**src/rtl/lsu_ctrl.sv**
```systemverilog
// lsu_ctrl: non-pipelined load/store control stage between EXU and memory.
// One request in flight: accept, check, single-cycle strobe, wait for read
// data, extend, then hold the result until WBU takes it.
//
// Handshakes: a transfer happens on a posedge where valid & ready are both
// high. in_ready is high only in IDLE. out_valid is high only in RESP, and
// out_data/out_rd/out_err stay stable until out_valid & out_ready.
module lsu_ctrl #(
    parameter int              XLEN     = 64,
    parameter int              RD_LAT   = 1,
    parameter logic [XLEN-1:0] RAM_BASE = 64'h8000_0000,
    parameter logic [XLEN-1:0] RAM_SIZE = 64'h0800_0000
) (
    input  logic            clk,
    input  logic            rst_n,
    input  logic            in_valid,
    output logic            in_ready,
    input  logic            in_ren,
    input  logic            in_wen,
    input  logic [XLEN-1:0] in_addr,
    input  logic [XLEN-1:0] in_wdata,
    input  logic [1:0]      in_size,
    input  logic            in_unsigned,
    input  logic [4:0]      in_rd,
    output logic            mem_ren,
    output logic            mem_wen,
    output logic [XLEN-1:0] mem_raddr,
    output logic [XLEN-1:0] mem_waddr,
    output logic [XLEN-1:0] mem_wdata,
    output logic [1:0]      mem_size,
    input  logic [XLEN-1:0] mem_rdata,
    output logic            out_valid,
    input  logic            out_ready,
    output logic [XLEN-1:0] out_data,
    output logic [4:0]      out_rd,
    output logic [1:0]      out_err,
    output logic [1:0]      state_dbg
);

    typedef enum logic [1:0] {
        S_IDLE   = 2'd0,
        S_ACCESS = 2'd1,
        S_WAIT   = 2'd2,
        S_RESP   = 2'd3
    } state_t;

    localparam int              CW      = (RD_LAT < 2) ? 1 : $clog2(RD_LAT + 1);
    localparam logic [XLEN-1:0] RAM_TOP = RAM_BASE + RAM_SIZE;

    localparam logic [1:0] ERR_OK    = 2'b00;
    localparam logic [1:0] ERR_ALIGN = 2'b01;
    localparam logic [1:0] ERR_FAULT = 2'b10;
    localparam logic [1:0] ERR_ILL   = 2'b11;

    state_t          state;
    state_t          state_nxt;

    logic            ren_q;
    logic            wen_q;
    logic            uns_q;
    logic [1:0]      size_q;
    logic [XLEN-1:0] addr_q;
    logic [XLEN-1:0] wdata_q;
    logic [4:0]      rd_q;
    logic [1:0]      err_q;
    logic [XLEN-1:0] data_q;
    logic [CW-1:0]   cnt_q;

    logic            accept;
    logic            misalign;
    logic            in_window;
    logic [1:0]      req_err;

    // Sign/zero-extend the access width; bits above the width are discarded.
    function automatic logic [XLEN-1:0] extend(input logic [XLEN-1:0] d,
                                               input logic [1:0]      sz,
                                               input logic            uns);
        logic [XLEN-1:0] r;
        case (sz)
            2'b00:   r = {{(XLEN-8){~uns & d[7]}}, d[7:0]};
            2'b01:   r = {{(XLEN-16){~uns & d[15]}}, d[15:0]};
            2'b10:   r = {{(XLEN-32){~uns & d[31]}}, d[31:0]};
            default: r = d;
        endcase
        return r;
    endfunction

    assign accept = in_valid & in_ready;

    // Request checks in priority order: illegal, misaligned, out of window.
    always_comb begin
        misalign  = 1'b0;
        in_window = (in_addr >= RAM_BASE) && (in_addr < RAM_TOP);
        req_err   = ERR_OK;
        case (in_size)
            2'b01:   misalign = in_addr[0];
            2'b10:   misalign = |in_addr[1:0];
            2'b11:   misalign = |in_addr[2:0];
            default: misalign = 1'b0;
        endcase
        if (in_ren && in_wen) begin
            req_err = ERR_ILL;
        end else if (misalign) begin
            req_err = ERR_ALIGN;
        end else if ((in_ren || in_wen) && !in_window) begin
            req_err = ERR_FAULT;
        end
    end

    // State register.
    always_ff @(posedge clk or negedge rst_n) begin
        if (!rst_n) begin
            state <= S_IDLE;
        end else begin
            state <= state_nxt;
        end
    end

    // Next-state logic.
    always_comb begin
        state_nxt = state;
        case (state)
            S_IDLE: begin
                if (accept) begin
                    if (req_err != ERR_OK || (!in_ren && !in_wen)) begin
                        state_nxt = S_RESP;
                    end else begin
                        state_nxt = S_ACCESS;
                    end
                end
            end
            S_ACCESS: state_nxt = wen_q ? S_RESP : S_WAIT;
            S_WAIT:   state_nxt = (cnt_q == CW'(1)) ? S_RESP : S_WAIT;
            S_RESP:   state_nxt = out_ready ? S_IDLE : S_RESP;
            default:  state_nxt = S_IDLE;
        endcase
    end

    // Request latch, latency counter and result register.
    always_ff @(posedge clk or negedge rst_n) begin
        if (!rst_n) begin
            ren_q   <= 1'b0;
            wen_q   <= 1'b0;
            uns_q   <= 1'b0;
            size_q  <= 2'b00;
            addr_q  <= '0;
            wdata_q <= '0;
            rd_q    <= 5'd0;
            err_q   <= ERR_OK;
            data_q  <= '0;
            cnt_q   <= '0;
        end else begin
            case (state)
                S_IDLE: begin
                    if (accept) begin
                        ren_q   <= in_ren;
                        wen_q   <= in_wen;
                        uns_q   <= in_unsigned;
                        size_q  <= in_size;
                        addr_q  <= in_addr;
                        wdata_q <= in_wdata;
                        rd_q    <= in_rd;
                        err_q   <= req_err;
                        if (req_err != ERR_OK) begin
                            data_q <= '0;
                        end else if (!in_ren && !in_wen) begin
                            data_q <= in_wdata;
                        end
                    end
                end
                S_ACCESS: begin
                    if (wen_q) begin
                        data_q <= '0;
                    end else begin
                        cnt_q <= CW'(RD_LAT);
                    end
                end
                S_WAIT: begin
                    cnt_q <= cnt_q - CW'(1);
                    if (cnt_q == CW'(1)) begin
                        data_q <= extend(mem_rdata, size_q, uns_q);
                    end
                end
                default: ;
            endcase
        end
    end

    // Strobes decode from state so they drop as soon as reset asserts.
    assign in_ready  = (state == S_IDLE);
    assign out_valid = (state == S_RESP);
    assign mem_ren   = (state == S_ACCESS) & ren_q;
    assign mem_wen   = (state == S_ACCESS) & wen_q;
    assign mem_raddr = addr_q;
    assign mem_waddr = addr_q;
    assign mem_wdata = wdata_q;
    assign mem_size  = size_q;
    assign out_data  = data_q;
    assign out_rd    = rd_q;
    assign out_err   = err_q;
    assign state_dbg = state;

endmodule

```
**config.mk**
```make
export PLATFORM = sky130hd
export DESIGN_NAME = lsu_ctrl
export DESIGN_NICKNAME = d
export VERILOG_FILES = /design/src/rtl/lsu_ctrl.sv
export SDC_FILE = /design/constraint.sdc
export NUM_CORES = 1
export LEC_CHECK = 0
export CAP_MARGIN = 20
export CORE_AREA = 2 2 184 186
export CTS_CLUSTER_DIAMETER = 40
export DETAILED_ROUTE_END_ITERATION = 7
export DIE_AREA = 0 0 186 188
export GPL_TIMING_DRIVEN = 0
export PLACE_DENSITY = 0.65
export SLEW_MARGIN = 20
export SYNTH_ARGS = -nofsm -noshare
export SYNTH_HDL_FRONTEND = slang
export SYNTH_SLANG_ARGS = --single-unit
export TNS_END_PERCENT = 50
```
**constraint.sdc**
```tcl
create_clock -name clk -period 3.6 [get_ports clk]
set_input_delay 0.72 -clock clk [delete_from_list [all_inputs] [get_ports clk]]
set_output_delay 0.72 -clock clk [all_outputs]
set_load 0.02 [all_outputs]
```
==> results of run 1 <==
state kept, by name, summed over array words and instances (netlist names), 2 cells and up:
| name | count |
|---|---|
| mem_raddr | 64 |
| out_err | 2 |
| out_data | 64 |
| out_rd | 5 |
| mem_wdata | 64 |
| mem_size | 2 |
| state_dbg | 2 |
where the power goes:
group | total, W | switching [W] | internal, W
clock | 0.00388 | 0.00128 | 0.00260
sequential | 0.00434 | 0.000774 | 0.00357
combinational | 0.00955 | 0.00482 | 0.00473
total | 0.0178 | 0.00687 | 0.0109
worst max-delay path, delay by kind of cell:
| kind | cells | cell delay (ns) |
|---|---|---|
| buffers and inverters | 2 | 0.99 |
| AND/OR/NAND/NOR | 1 | 0.60 |
| AO/OA/AOI/OAI | 4 | 1.40 |
area by class of cell:
| cell class | instances | share of cell area [%] |
|---|---|---|
| Clock inverter | 20 | 1.58 |
| Clock buffer | 51 | 7.00 |
| Multi-Input combinational cell | 507 | 21.7 |
| Timing Repair Buffer | 481 | 29.7 |
| Sequential cell | 207 | 31.7 |
| Inverter | 4 | 0.0919 |
| Antenna cell | 1 | 0.0153 |
| Tap cell | 448 | 3.43 |
| Buffer | 130 | 4.83 |
Yosys cell counts (2+ instances only):
library cell    n  area (um^2)
nand3_1         2         10.0
a31oi_1        58          363
a21oi_1        70          350
nand4_1         2         12.5
nor2_1          4         15.0
a2111oi_0       2         17.5
buf_2           6         30.0
inv_1           4         15.0
clkbuf_1       47          176
buf_4          64          480
dfrtp_1       207         5180
o21ai_0       106          531
and2_1          3         18.8
a211oi_1        2         15.0
buf_6           7         78.8
buf_1           6         22.5
nor2b_1         4         25.0
nor4_1          6         37.5
mux2_2        136         1530
or4_1           2         15.0
nor3_1          2         10.0
nand2_1        82          308
a31oi_2         6         75.1
nand3b_1        2         15.0
ha_1            4         50.1
routing by layer:
layer / global-route usage [%] / vias to the layer above / part of all wire, %
met5: 0 / - / 0.14
met4: 6.54 / 6 / 2.8
met3: 6.62 / 77 / 9.0
met2: 37.7 / 395 / 51
met1: 23.4 / 4345 / 37
li1: - / 4049 / -
how the worst max path moves through the flow:
stage | from | endpoint | cells after the start
5_1_grt | state_dbg[0] | out_data[57] | 9
2_1_floorplan | state_dbg[0] | out_data[12] | 9
4_1_cts | in_addr[0] | out_data[57] | 7
3_5_place_dp | in_addr[0] | out_data[57] | 7
6_report | in_size[0] | out_data[57] | 7
3_3_place_gp | rst_n | mem_raddr[18] | 1
through the flow:
step                      power (W)  setup slack [ns]
after floorplan             0.00939              1.09
after global placement       0.0138             -7.48
after detailed placement     0.0140            -0.537
after CTS                    0.0179             0.267
after global routing         0.0187             0.140
final                        0.0178             0.303
logic make-up (layout without fill, tap and decap cells):
family	after synthesis	after routing	synth area share (%)
DFF	207	207	54.4
AOI/OAI and AO/OA	250	250	14.9
other	0	1	0
and+or+nand+nor	115	115	5.53
adders and majority gates	4	4	0.525
buffers and inverters	134	686	8.43
muxes	137	137	16.2
xor gates and xnor gates	1	1	0.0920
==> flow_summary.yaml, run 1 <==
sta:
  hold_ws_ns: 0.122
  tns_ns: 0
  period_minus_slack_ns: 3.30
  maxSlewViolCount: 0
  min_period_over_period_pct: 91.6
  finalClockSkew_ns: 0.0142
  hold_viol: 0
  rsz0062_at_grt: "false"
  fmax_mhz: 303
  setup_violations: 0
  maxSlewHeadroom_pct: 48.4
  tightest_slew_ns: 0.773
place:
  routabilityCongestion: 0.846
  placed_cells: 1774
  io_buffer_count: 476
  dp_hpwl_mm: 29.1
  dpl_cell_area_um2: 14900
worst_setup_path:
  arrival_ns: 3.72
  critPathMaxStageDelay_ns: 0.70
  slowest_stage: "a211oi_1"
  reg2reg_setup_slack_ns: 0.44
  critPathLaunchType: "primary input"
  cp.required_ns: 4.02
  path_cells: "clkdlybuf4s50_1 -> a211oi_1 -> o21bai_1 -> nor3_4 -> clkbuf_1 -> o21ai_0 -> a31oi_1"
  r2r_cells: 7
  r2r-end: "mem_wdata[56]"
  r2r-start: "state_dbg[0]"
  cp_max_fo: 10
  end_kind: "register"
  path_class: "primary input to register"
logic_synthesis:
  synthFlopType: "dfrtp_1"
  ys_types: 39
  syn_inst: 848
  synth_fp_nets: 1058
  synth_edf_count: 0
  synth.avg_cell_area_um2: 11.2
  synthesis.area_um2: 9530
  synth-seq-cells: 207
  ys_warn_count: 0
  yosysSeqAreaShare_pct: 54.4
  synthArstFlopShare_pct: 100
route:
  drt_iter0_markers: 311
  wl_per_cell_um: 20.5
  finalWirelength_mm: 38.0
  first_pass_iters: 4
  drcViolationCount: 0
  viasPerCell: 4.80
  via_count: 8872
  ant_nets: 0
clock_tree:
  postCtsHoldBufs: 0
  clk_pin_slew_worst_paths_ns: 0.05
  h-tree-depth: 2
  clockBufferDepth: 3
  cts_buffers: 40
  cts_root_buf: "clkbuf_16"
  clk_latency_ns: 0.51
  ctsResizeCount: 0
  cts_tree: "done"
  cts.sinks: 207
  postCtsSetupRepairBufs: 3
grt:
  grt_max_degree: 85
  grtUsageTotal_pct: 21.0
  grt_pass1_wl_mm: 55.2
  gr-total-overflow: 0
  grt_pass1_vias: 9020
  grt_antenna_before_repair: 4
die:
  floorplan.initialDensity_pct: 28.8
  io_pins: 477
  dieWidth_um: 186
  row_count: 67
  die_area_um2: 35000
  core-area_um2: 33100
  die_y_um: 188
finish:
  instances_no_fill: 1849
  layout_commonest_cell: "clkdlybuf4s50_1"
  layout-drive-gt1-share_pct: 21.4
  final_util_pct: 49.4
  final_cell_mix: "475 x clkdlybuf4s50_1, 207 x dfrtp_1, 136 x mux2_2"
  regArea_um2: 5180
  multi_input_area_um2: 3550
  final_cell_area_um2: 16300
  fin_nets: 1581
  syn2layout_area_growth_pct: 71.6
  fillers: 3011
power_and_ir_drop:
  leakagePower_nw: 6.69
  power_density_nw_per_um2: 1090
  vdd_drop_max_uv: 549
min_path:
  hold_path.class: "primary input to asynchronous set/reset pin"
outcome:
  status: "finished clean"
run:
  maxCapViolations: 0
Note: power is estimated with default switching activity, not from simulation.
==> run 2: changes to the inputs <==
--- a/config.mk
+++ b/config.mk
@@ -5,13 +5,14 @@
 export SDC_FILE = /design/constraint.sdc
 export NUM_CORES = 1
 export LEC_CHECK = 0
-export CAP_MARGIN = 20
-export CORE_AREA = 2 2 184 186
+export CELL_PAD_IN_SITES_DETAIL_PLACEMENT = 0
+export CELL_PAD_IN_SITES_GLOBAL_PLACEMENT = 2
+export CORE_ASPECT_RATIO = 1.4
+export CORE_UTILIZATION = 26
 export CTS_CLUSTER_DIAMETER = 40
 export DETAILED_ROUTE_END_ITERATION = 7
-export DIE_AREA = 0 0 186 188
 export GPL_TIMING_DRIVEN = 0
-export PLACE_DENSITY = 0.65
+export PLACE_DENSITY = 0.91
 export SLEW_MARGIN = 20
 export SYNTH_ARGS = -nofsm -noshare
 export SYNTH_HDL_FRONTEND = slang
==> run 2 against run 1 <==
  * Largest cell class unchanged
  * Critical endpoint is now out_data[3]
  * Clock skew fell by 0.0010 ns
  * Sequential power barely moved
  * Setup slack got worse by 0.055 ns
  * Register-to-register slack got worse by 0.10 ns
  * Largest power group unchanged
  * Critical path depth did not move
  * Flip-flop and latch count did not move
==> flow_summary.yaml, run 2 (synthesis gave the netlist of run 1 again) <==
place:
  dp_hpwl_mm: 30.2
  dpl_cell_area_um2: 14900
  placed_cells: 1788
  routabilityCongestion: 0.807
  io_buffer_count: 476
clock_tree:
  h-tree-depth: 1
  cts_buffers: 31
  postCtsHoldBufs: 0
  clk_latency_ns: 0.56
  cts_tree: "done"
  cts_root_buf: "clkbuf_16"
  clk_pin_slew_worst_paths_ns: 0.06
  postCtsSetupRepairBufs: 0
  cts.sinks: 207
  ctsResizeCount: 0
  clockBufferDepth: 3
die:
  floorplan.initialDensity_pct: 26.5
  row_count: 82
  io_pins: 477
  die_y_um: 228
  core-area_um2: 35900
  dieWidth_um: 164
  die_area_um2: 37400
route:
  wl_per_cell_um: 21.1
  first_pass_iters: 4
  viasPerCell: 4.69
  finalWirelength_mm: 38.8
  drcViolationCount: 0
  drt_iter0_markers: 367
  via_count: 8659
  ant_nets: 0
grt:
  grt_max_degree: 78
  grt_antenna_before_repair: 0
  grt_pass1_wl_mm: 58.2
  grtUsageTotal_pct: 20.7
  gr-total-overflow: 0
  grt_pass1_vias: 9270
power_and_ir_drop:
  finalPower_w: 0.0171
  power_density_nw_per_um2: 1070
  vdd_drop_max_uv: 567
  leakagePower_nw: 6.53
min_path:
  hold_path.class: "primary input to asynchronous set/reset pin"
worst_setup_path:
  crit_buf_inv: 2
  crit_family: "compound AO/OA/AOI/OAI gates"
  slowest_stage: "a2111oi_4"
  path_cells: "clkdlybuf4s50_1 -> nor4b_2 -> nand4_1 -> a2111oi_4 -> clkbuf_1 -> o21ai_0 -> a31oi_1"
  end_kind: "register"
  cp.required_ns: 4.07
  arrival_ns: 3.82
  cp_max_fo: 10
  critPathMaxStageDelay_ns: 0.94
  path_class: "primary input to register"
  critPathLaunchType: "primary input"
sta:
  setup_violations: 0
  tightest_slew_ns: 1.01
  hold_viol: 0
  rsz0062_at_grt: "false"
  maxSlewViolCount: 0
  fmax_mhz: 298
  min_period_over_period_pct: 93.1
  period_minus_slack_ns: 3.35
  maxSlewHeadroom_pct: 32.8
  finalClockSkew_ns: 0.0132
finish:
  fin_nets: 1569
  layout_commonest_cell: "clkdlybuf4s50_1"
  antennaDiodeCount: 0
  instances_no_fill: 1845
  fillers: 3448
  layout-drive-gt1-share_pct: 20.4
  final_cell_area_um2: 16000
  syn2layout_area_growth_pct: 68.3
  final_cell_mix: "475 x clkdlybuf4s50_1, 207 x dfrtp_1, 136 x mux2_2"
run:
  maxCapViolations: 0
outcome:
  status: "finished clean"
## run 2: changes by cell type in the layout (fill, tap and decap cells not counted)
cell,previous run,this run
inv_8,0,1
clkinv_4,1,3
clkbuf_8,8,5
diode_2,1,0
clkinvlp_4,6,3
buf_1,5,6
clkbuf_16,41,31
buf_2,7,6
clkinv_2,4,2
buf_4,67,64
bufinv_16,5,4
inv_6,4,6
## run 2: area by class of cell
type	count	area, um^2	share of cell area [%]
buffer	130	788	4.92
clock buffer	38	852	5.32
clock inverter	19	243	1.51
inverter	4	15.0	0.0937
multi-input combinational	507	3550	22.1
sequential	207	5180	32.3
tap	462	578	3.61
timing repair buffer	478	4820	30.1
## run 2: path summary, 6_finish.rpt
path / from / end / slack [ns] / cells past startpoint
max: in_addr[27] / out_data[3] / 0.25 / 7
min: rst_n / mem_wdata[20] / 0.11 / 1
max reg2reg: state_dbg[0] / out_data[57] / 0.34 / 9
min reg2reg: ren_q / ren_q / 0.47 / 2
max in group asynchronous: rst_n / mem_wdata[45] / 2.66 / 2
min in group clk: ren_q / ren_q / 0.47 / 2
## run 2: through the flow
stage	worst slack [ns]	hold WS [ns]	utilization [%]	setup TNS, ns
after global routing	0.0233	0.154	44.6	0
final	0.248	0.107	44.6	0
after floorplan	1.09	0.424	-	0
after CTS	0.0752	0.128	44.6	0
after detailed placement	-0.510	0.457	41.6	-26.24
after global placement	-7.39	0.455	41.4	-1545.92
## run 2: per-layer routing
| metal | global-route usage [%] | wire length [um] | vias up |
|---|---|---|---|
| met5 | 0 | 0 | - |
| met4 | 5.84 | 885 | 0 |
| met3 | 6.66 | 3740 | 47 |
| met2 | 39.0 | 20800 | 372 |
| met1 | 21.4 | 13500 | 4238 |
| li1 | - | - | 4002 |
## run 2: where the power goes
group / total, W / internal [W] / switching [W] / leakage (nW)
Clock: 0.00318 / 0.00199 / 0.00120 / 0.531
Sequential: 0.00433 / 0.00356 / 0.000765 / 2.48
Combinational: 0.00958 / 0.00473 / 0.00485 / 3.52
## run 2: worst reg2reg max path, delay by kind of cell, from the launching register on
kind            cells  cell delay, ns
buf+inv             4            1.49
flops               1            0.42
simple gates        1            0.21
fa+ha+maj           1            0.21
compound gates      3            0.81
==> run 3: changes to the inputs <==
--- a/config.mk
+++ b/config.mk
@@ -9,7 +9,6 @@
 export CELL_PAD_IN_SITES_GLOBAL_PLACEMENT = 2
 export CORE_ASPECT_RATIO = 1.4
 export CORE_UTILIZATION = 26
-export CTS_CLUSTER_DIAMETER = 40
 export DETAILED_ROUTE_END_ITERATION = 7
 export GPL_TIMING_DRIVEN = 0
 export PLACE_DENSITY = 0.91
==> run 3 against run 2 <==
  * Clock power fell by 18%
  * First-iteration DRC count fell by 25%
  * Design area fell by 1.6%
  * Sequential share of layout area rose by 0.52 points
  * Wire length rose by 0.34%
  * Die area did not move
  * Maximum frequency rose by 5.8%
  * Count of clock-buffer cells in the layout fell by 9
==> flow_summary.yaml, run 3 (synthesis gave the netlist of run 1 again) <==
die:
  dieWidth_um: 164
  floorplan.initialDensity_pct: 26.5
  die_area_um2: 37400
  io_pins: 477
  die_y_um: 228
  row_count: 82
  core-area_um2: 35900
route:
  ant_nets: 0
  drt_iter0_markers: 276
  drcViolationCount: 0
  via_count: 8682
  finalWirelength_mm: 39.0
  wl_per_cell_um: 21.3
  viasPerCell: 4.75
  first_pass_iters: 5
grt:
  grt_max_degree: 78
  grtUsageTotal_pct: 20.7
  grt_pass1_wl_mm: 58.1
  gr-total-overflow: 0
  grt_use_met1_pct: 21.3
  gr-usage-met3_pct: 6.68
  use_met2_pct: 39.2
  grt_pass1_vias: 9181
  grt_busiest_layer: "met2"
  grt_antenna_before_repair: 0
finish:
  syn2layout_area_growth_pct: 65.6
  fin_nets: 1562
  instances_no_fill: 1829
  final_util_pct: 43.9
  final_cell_area_um2: 15800
  final_cell_mix: "475 x clkdlybuf4s50_1, 207 x dfrtp_1, 136 x mux2_2"
  layout_commonest_cell: "clkdlybuf4s50_1"
  layout-drive-gt1-share_pct: 19.5
  antennaDiodeCount: 0
worst_setup_path:
  critPathLaunchType: "register"
  r2r-start: "state_dbg[0]"
  crit_buf_inv: 4
  cp.required_ns: 4.06
  slowest_stage: "clkbuf_1"
  arrival_ns: 3.63
  path_cells: "inv_1 -> ha_1 -> clkbuf_1 -> nor2b_1 -> a2111oi_0 -> clkbuf_1 -> clkbuf_1 -> a21oi_1 -> a31oi_1"
  cp_max_fo: 10
  path_class: "register to register"
  crit_cells: 9
  critPathMaxStageDelay_ns: 0.67
  crit_family: "buffers and inverters"
  crit_top_cell: "clkbuf_1"
  crit_start: "state_dbg[0]"
  r2r_cells: 9
  end_kind: "register"
place:
  routabilityCongestion: 0.807
  dpl_cell_area_um2: 14900
  placed_cells: 1788
  dp_hpwl_mm: 30.2
  io_buffer_count: 476
outcome:
  status: "finished clean"
sta:
  setup_violations: 0
  maxSlewViolCount: 0
  rsz0062_at_grt: "false"
  hold_ws_ns: 0.147
  tightest_slew_ns: 0.831
  maxSlewHeadroom_pct: 44.6
  period_minus_slack_ns: 3.17
  min_period_over_period_pct: 88.0
  fmax_mhz: 316
  finalClockSkew_ns: 0.0243
  hold_viol: 0
power_and_ir_drop:
  leakagePower_nw: 6.41
  power_density_nw_per_um2: 1050
  vdd_drop_max_uv: 498
clock_tree:
  clk_latency_ns: 0.55
  cts.sinks: 207
  cts_buffers: 23
  clk_pin_slew_worst_paths_ns: 0.07
  cts_root_buf: "clkbuf_16"
  ctsResizeCount: 0
  clockBufferDepth: 3
  h-tree-depth: 1
  cts_tree: "done"
  postCtsHoldBufs: 0
min_path:
  hold_path.class: "primary input to asynchronous set/reset pin"
run:
  maxCapViolations: 0
==> run 3: changes by cell type in the layout (fill, tap and decap cells not counted) <==
cell	delta
clkbuf_16	-8
inv_8	-1
inv_6	-5
clkinv_4	-1
buf_12	+1
clkinvlp_4	-1
clkbuf_1	-1
==> run 3: what timing repair did <==
item | 4_1_cts | 5_1_grt
setup endpoints to repair | 0 | 8
hold endpoints to repair | 0 | 0
setup buffers | 0 | 1
==> run 3: path summary, 6_finish.rpt <==
path	endpoint	slack [ns]
max	out_data[0]	0.43
min	mem_wdata[20]	0.15
max reg2reg	out_data[0]	0.43
min reg2reg	ren_q	0.47
max in group asynchronous	out_data[50]	2.64
min in group clk	ren_q	0.47
==> run 3: stage by stage <==
step	power, W	setup WS [ns]	TNS, ns
final	0.0165	0.432	0
after global routing	0.0175	0.0772	0
after CTS	0.0167	0.0675	0
after detailed placement	0.0140	-0.510	-26.24
after global placement	0.0139	-7.39	-1545.92
after floorplan	0.00939	1.09	0
==> run 3: layout make-up <==
class                   instances  area [um^2]
plain buffers                 130          788
clock buffers                  29          648
clock inverters                11          171
fillers                      3475        20100
inverters                       4         15.0
multi-input cells             507         3550
flip-flops and latches        207         5180
well taps                     462          578
repair buffers                479         4840
==> run 3: per-layer routing <==
metal | part of all wire (%) | vias up
met5 | 0 | -
met4 | 2.4 | 0
met3 | 9.2 | 53
met2 | 53 | 366
met1 | 35 | 4290
li1 | - | 3973
==> run 3: report_power, final <==
group	internal (W)	total, W	switching (W)	leakage [nW]
Sequential	0.00356	0.00433	0.000771	2.48
Combinational	0.00472	0.00958	0.00485	3.52
Clock	0.00156	0.00261	0.00105	0.398
